--- src/rtl/mem_wb_pipe.sv ---
// MEM/WB pipeline stage.
// Carries NCH GPR write channels plus an optional HI/LO write from the memory
// stage to write-back. A valid/ready handshake sits in front of a main entry
// and a one-deep skid entry, so in_ready comes from a register and never
// depends combinationally on out_ready. Write enables reach the outputs
// already qualified, so write-back never sees an enable on a bubble.
module mem_wb_pipe #(
    parameter int AW      = 5,
    parameter int DW      = 32,
    parameter int NCH     = 1,
    parameter int HILO_EN = 1
) (
    input  logic              clk,
    input  logic              rst_,
    input  logic              flush,
    input  logic              in_valid,
    output logic              in_ready,
    input  logic [NCH*AW-1:0] in_waddr,
    input  logic [NCH-1:0]    in_wreg,
    input  logic [NCH*DW-1:0] in_wdata,
    input  logic              in_we_hilo,
    input  logic [DW-1:0]     in_wdata_hi,
    input  logic [DW-1:0]     in_wdata_lo,
    output logic              out_valid,
    input  logic              out_ready,
    output logic [NCH*AW-1:0] out_waddr,
    output logic [NCH-1:0]    out_wreg,
    output logic [NCH*DW-1:0] out_wdata,
    output logic              out_we_hilo,
    output logic [DW-1:0]     out_wdata_hi,
    output logic [DW-1:0]     out_wdata_lo,
    output logic [1:0]        occupancy
);

    // One write-back beat: everything the stage holds per entry.
    typedef struct packed {
        logic [NCH*AW-1:0] waddr;
        logic [NCH-1:0]    wreg;
        logic [NCH*DW-1:0] wdata;
        logic              we_hilo;
        logic [DW-1:0]     hi;
        logic [DW-1:0]     lo;
    } beat_t;

    localparam beat_t BEAT_ZERO = '{
        waddr:   {(NCH*AW){1'b0}},
        wreg:    {NCH{1'b0}},
        wdata:   {(NCH*DW){1'b0}},
        we_hilo: 1'b0,
        hi:      {DW{1'b0}},
        lo:      {DW{1'b0}}
    };

    // Storage
    beat_t          main_r;
    beat_t          skid_r;
    logic           main_valid_r;
    logic           skid_valid_r;
    logic           in_ready_r;
    logic [1:0]     occupancy_r;
    logic [NCH-1:0] out_wreg_r;
    logic           out_we_hilo_r;

    // Next-state and helper signals
    logic [NCH-1:0] wreg_res_s;
    beat_t          in_beat_s;
    logic           in_fire_s;
    logic           out_fire_s;
    beat_t          main_nxt_s;
    beat_t          skid_nxt_s;
    logic           main_valid_nxt_s;
    logic           skid_valid_nxt_s;
    logic [NCH-1:0] out_wreg_nxt_s;
    logic           out_we_hilo_nxt_s;

    assign in_fire_s  = in_valid & in_ready_r;
    assign out_fire_s = main_valid_r & out_ready;

    // Same-cycle address conflict: a later channel writing the same register
    // wins, so every earlier channel with that address drops its enable.
    always_comb begin
        wreg_res_s = in_wreg;
        for (int i = 0; i < NCH; i++) begin
            for (int j = i + 1; j < NCH; j++) begin
                if (in_wreg[i] && in_wreg[j] &&
                    (in_waddr[i*AW +: AW] == in_waddr[j*AW +: AW])) begin
                    wreg_res_s[i] = 1'b0;
                end else begin
                    wreg_res_s[i] = wreg_res_s[i];
                end
            end
        end
    end

    // Build the incoming beat; the HI/LO fields are forced to zero when the path is absent.
    always_comb begin
        in_beat_s       = BEAT_ZERO;
        in_beat_s.waddr = in_waddr;
        in_beat_s.wreg  = wreg_res_s;
        in_beat_s.wdata = in_wdata;
        if (HILO_EN != 0) begin
            in_beat_s.we_hilo = in_we_hilo;
            in_beat_s.hi      = in_wdata_hi;
            in_beat_s.lo      = in_wdata_lo;
        end else begin
            in_beat_s.we_hilo = 1'b0;
            in_beat_s.hi      = {DW{1'b0}};
            in_beat_s.lo      = {DW{1'b0}};
        end
    end

    // Entry movement: flush squashes everything, otherwise the beats stay in FIFO order through main and skid.
    always_comb begin
        main_nxt_s       = main_r;
        skid_nxt_s       = skid_r;
        main_valid_nxt_s = main_valid_r;
        skid_valid_nxt_s = skid_valid_r;
        if (flush) begin
            main_valid_nxt_s = 1'b0;
            skid_valid_nxt_s = 1'b0;
        end else if (!main_valid_r || out_fire_s) begin
            if (skid_valid_r) begin
                // Older skid beat goes first; a new beat can only land behind it.
                main_nxt_s       = skid_r;
                main_valid_nxt_s = 1'b1;
                if (in_fire_s) begin
                    skid_nxt_s       = in_beat_s;
                    skid_valid_nxt_s = 1'b1;
                end else begin
                    skid_valid_nxt_s = 1'b0;
                end
            end else if (in_fire_s) begin
                main_nxt_s       = in_beat_s;
                main_valid_nxt_s = 1'b1;
            end else begin
                main_valid_nxt_s = 1'b0;
            end
        end else if (in_fire_s) begin
            // Main is stalled: park the beat in the skid entry.
            skid_nxt_s       = in_beat_s;
            skid_valid_nxt_s = 1'b1;
        end else begin
            skid_valid_nxt_s = skid_valid_r;
        end
    end

    // Qualified enables are computed ahead of the flop so the outputs come straight from registers.
    always_comb begin
        if (main_valid_nxt_s) begin
            out_wreg_nxt_s    = main_nxt_s.wreg;
            out_we_hilo_nxt_s = main_nxt_s.we_hilo;
        end else begin
            out_wreg_nxt_s    = {NCH{1'b0}};
            out_we_hilo_nxt_s = 1'b0;
        end
    end

    // State update; payload registers are left alone by flush and cleared only by reset.
    always_ff @(posedge clk or posedge rst_) begin
        if (rst_) begin
            main_r        <= BEAT_ZERO;
            skid_r        <= BEAT_ZERO;
            main_valid_r  <= 1'b0;
            skid_valid_r  <= 1'b0;
            in_ready_r    <= 1'b1;
            occupancy_r   <= 2'd0;
            out_wreg_r    <= {NCH{1'b0}};
            out_we_hilo_r <= 1'b0;
        end else begin
            main_r        <= main_nxt_s;
            skid_r        <= skid_nxt_s;
            main_valid_r  <= main_valid_nxt_s;
            skid_valid_r  <= skid_valid_nxt_s;
            in_ready_r    <= ~skid_valid_nxt_s;
            occupancy_r   <= {1'b0, main_valid_nxt_s} + {1'b0, skid_valid_nxt_s};
            out_wreg_r    <= out_wreg_nxt_s;
            out_we_hilo_r <= out_we_hilo_nxt_s;
        end
    end

    assign in_ready     = in_ready_r;
    assign out_valid    = main_valid_r;
    assign out_waddr    = main_r.waddr;
    assign out_wreg     = out_wreg_r;
    assign out_wdata    = main_r.wdata;
    assign out_we_hilo  = out_we_hilo_r;
    assign out_wdata_hi = main_r.hi;
    assign out_wdata_lo = main_r.lo;
    assign occupancy    = occupancy_r;

endmodule

--- config.mk ---
export PLATFORM = sky130hd
export DESIGN_NAME = mem_wb_pipe
export DESIGN_NICKNAME = d
export VERILOG_FILES = /design/src/rtl/mem_wb_pipe.sv
export SDC_FILE = /design/constraint.sdc
export NUM_CORES = 1
export LEC_CHECK = 0
export BUFFER_PORTS_ARGS = -buffer_cell sky130_fd_sc_hd__buf_2
export CORE_MARGIN = 3
export CORE_UTILIZATION = 40
export CTS_CLUSTER_SIZE = 20
export DETAILED_ROUTE_END_ITERATION = 12
export PLACE_DENSITY = 0.68
export SLEW_MARGIN = 20
export SYNTH_ARGS = -nofsm -noshare
export SYNTH_HDL_FRONTEND = slang
export SYNTH_SLANG_ARGS = --single-unit
--- constraint.sdc ---
create_clock -name clk -period 9 [get_ports clk]
set_input_delay 2.25 -clock clk [delete_from_list [all_inputs] [get_ports clk]]
set_output_delay 2.25 -clock clk [all_outputs]
set_load 0.005 [all_outputs]
==> flow_summary.ini <==
[status]
status = completed

[die]
core_mm2 = 0.02460
dieHeight_um = 165.3
ioPinCount = 215
initial_core_util = 0.4125
die_width_um = 165.3
num_rows = 57
die_area_mm2 = 0.02732

[grt]
grt_max_degree = 77
grt_pass1_wl_um = 34510
grt-busiest-layer = met2
globalRoute.totalOverflow = 0
use_met3 = 0.04590
grt_util_all_layers = 0.1572
grtUsageMet1 = 0.2098
grt_pass1_vias = 6254
antenna_found_initial = 2
grt_use_met2 = 0.2534

[clocking]
cts_buffer_depth = 3
postCtsSetupRepairBufs = 0
cts.root.buffer_cell = clkbuf_16
cts_buffers = 25
insertion_delay_ns = 0.50
ctsResizeCount = 0
htreeDepth = 1
clk_pin_slew_ns = 0.06
clock-sinks = 213
cts_tree = built
hold_buffers = 0

[placement]
gp_congestion = 0.7766
placed_area_mm2 = 0.01057
hpwl_um = 13600
io_buffers = 214
place_inst = 1121

[final_layout]
final_area_mm2 = 0.01140
nets = 933
final_util = 0.4634
area_delta_synth_final_pct = 12.33
fin_cells = 1166
fillers = 2190
drive_gt1_frac = 0.4941
antennaDiodeCount = 0

[critical_path]
start_kind = primary input
rr_startpoint = skid_valid_r$_DFF_PP0_
cp_max_fo = 41
critPathRequiredTime_ns = 9.38
reg2reg_slack_ns = 5.88
cp-end-kind = flip-flop
crit_type = primary input to flip-flop
arrival_ns = 4.52
crit_start = flush

[power_and_ir_drop]
p_leak_nw = 5.476
irDropWorstVdd_mv = 0.1746
power_density_mw_per_mm2 = 246.4

[timing]
drv_slew = 0
relSlewSlack = 0.2561
timing.final.crit_share = 0.4602
clock.fmax_mhz = 241.4
fin_setup_tns_ns = 0
grt_setup_unrepaired = false
clock-skew-final_ns = 0.005536
hold_violations = 0
tightest_slew_ns = 1.116
min_period_ns = 4.142
report.final.setup_viol = 0

[drt]
drt_first_pass_iters = 4
drtAntennaViolNets = 0
wl_per_cell_um = 18.58
vias = 5940
via_per_inst = 5.094
drt_iter0_drc = 304
drc_errors = 0
wirelength_um = 21660

[min_path]
min-delay-start = skid_r[61]$_DFFE_PP0P_
hp-class = flip-flop to flip-flop

[synth]
syn_nets = 835
syn_inst = 726
synth.avg_cell_area_um2 = 13.98
seq_area_frac_synth = 0.5253
synth.distinct_cells = 31
ys_seq_elements = 213
synth_warnings = 0
syn_area_mm2 = 0.01015

[flow_run]
maxCapViolations = 0
[through the flow]
| stage | power (W) | hold slack (ns) | setup slack (ns) |
|---|---|---|---|
| finish | 0.002809 | 0.4868 | 4.858 |
| global route | 0.002969 | 0.5012 | 4.760 |
| CTS | 0.002850 | 0.4888 | 4.864 |
| detailed placement | 0.001823 | 0.4760 | 4.327 |
| global placement | 0.001800 | 0.4690 | 4.367 |
| floorplan | 0.001739 | 0.4594 | 0.9291 |
[Yosys cell counts]
| master | n | area [um2] |
|---|---|---|
| nor3_2 | 1 | 10.01 |
| dfrtp_1 | 212 | 5305 |
| nand2b_1 | 1 | 6.260 |
| clkbuf_1 | 15 | 56.30 |
| buf_8 | 7 | 105.1 |
| nand2_1 | 1 | 3.750 |
| a21oi_2 | 1 | 8.760 |
| mux2i_1 | 30 | 300.3 |
| nor2_1 | 2 | 7.510 |
| and3b_1 | 1 | 8.760 |
| mux2_2 | 71 | 799.5 |
| nor4_1 | 2 | 12.51 |
| mux2_4 | 70 | 1051 |
| nor2b_2 | 1 | 8.760 |
| mux2_1 | 35 | 394.1 |
| a22o_1 | 71 | 621.9 |
| dfstp_2 | 1 | 26.28 |
| buf_4 | 111 | 833.3 |
| nor3_1 | 2 | 10.01 |
| inv_2 | 1 | 3.750 |
| and2_1 | 2 | 12.51 |
| o211a_4 | 1 | 17.52 |
| a21o_1 | 1 | 7.510 |
| inv_1 | 2 | 7.510 |
| buf_6 | 9 | 101.4 |
| ha_1 | 1 | 12.51 |
| a21oi_1 | 30 | 150.1 |
| maj3_1 | 1 | 10.01 |
| a31oi_1 | 32 | 200.2 |
| o31ai_1 | 1 | 7.510 |
| buf_2 | 10 | 50.05 |
[power by group]
part | internal [W] | leakage (nW) | switching (W)
Clock | 0.000621 | 0.424 | 0.000387
Combinational | 0.000305 | 2.44 | 0.000188
Sequential | 0.00118 | 2.61 | 0.000126
Total | 0.00211 | 5.48 | 0.000701
[final timing paths]
kind / to / cells after the start
max: skid_r[59]$_DFFE_PP0P_ / 5
min: skid_r[61]$_DFFE_PP0P_ / 1
max reg2reg: out_wdata_hi[9]$_DFFE_PP0P_ / 5
min reg2reg: skid_r[61]$_DFFE_PP0P_ / 1
max in group asynchronous: skid_valid_r$_DFF_PP0_ / 3
min in group asynchronous: out_wdata_hi[14]$_DFFE_PP0P_ / 2
[worst max-delay path: stages]
cell	delay, ns
buf_2	0.14
inv_2	0.47
o211a_4	0.54
buf_4	0.70
mux2_1	0.39
[sequential cells by signal (all words and copies together) (netlist names)]
register      flops
out_wdata        32
in_ready          1
skid_valid_r      1
out_wdata_lo     32
out_waddr         5
out_wreg          1
occupancy         2
out_we_hilo       1
out_wdata_hi     32
main_r            2
skid_r          103
out_valid         1
[routing by layer]
metal | routed length, um | share of wire
met5 | 16 | 0.00074
met3 | 1608 | 0.074
met1 | 9428 | 0.44
met2 | 10120 | 0.47
met4 | 488 | 0.023
[layout by cell type, fill, tap and decap left out, types with 2 or more instances in the layout]
cell | synthesis | layout
buf_2 | 10 | 214
dfrtp_1 | 212 | 211
a22o_1 | 71 | 71
mux2_2 | 71 | 71
mux2_4 | 70 | 70
mux2_1 | 35 | 35
a31oi_1 | 32 | 32
mux2i_1 | 30 | 30
a21oi_1 | 30 | 30
clkbuf_16 | 0 | 25
clkinv_2 | 0 | 9
buf_4 | 111 | 9
clkbuf_8 | 0 | 7
and2_1 | 2 | 2
nor4_1 | 2 | 2
nor2_1 | 2 | 2
nor3_1 | 2 | 2
clkbuf_1 | 15 | 2
bufinv_16 | 0 | 2
[cell type report]
cell class                 count  area (um2)  area share
clock buffer                  34       729.5     0.06398
clock inverter                11       105.1    0.009219
tap                          324       405.4     0.03556
inverter                       3       18.77    0.001646
multi-input combinational    358        3669      0.3218
timing repair buffer         223        1139     0.09987
sequential                   213        5335      0.4680
[kinds of logic after synthesis]
family	after synthesis	share of synthesized area
AO/OA/AOI/OAI	137	0.09985
adder cells (fa/ha/maj)	2	0.002219
buffers and inverters	155	0.1140
flip-flops	213	0.5253
multiplexers	206	0.2507
AND/OR/NAND/NOR	13	0.007890
No activity file was read; power rests on OpenSTA's default activity.
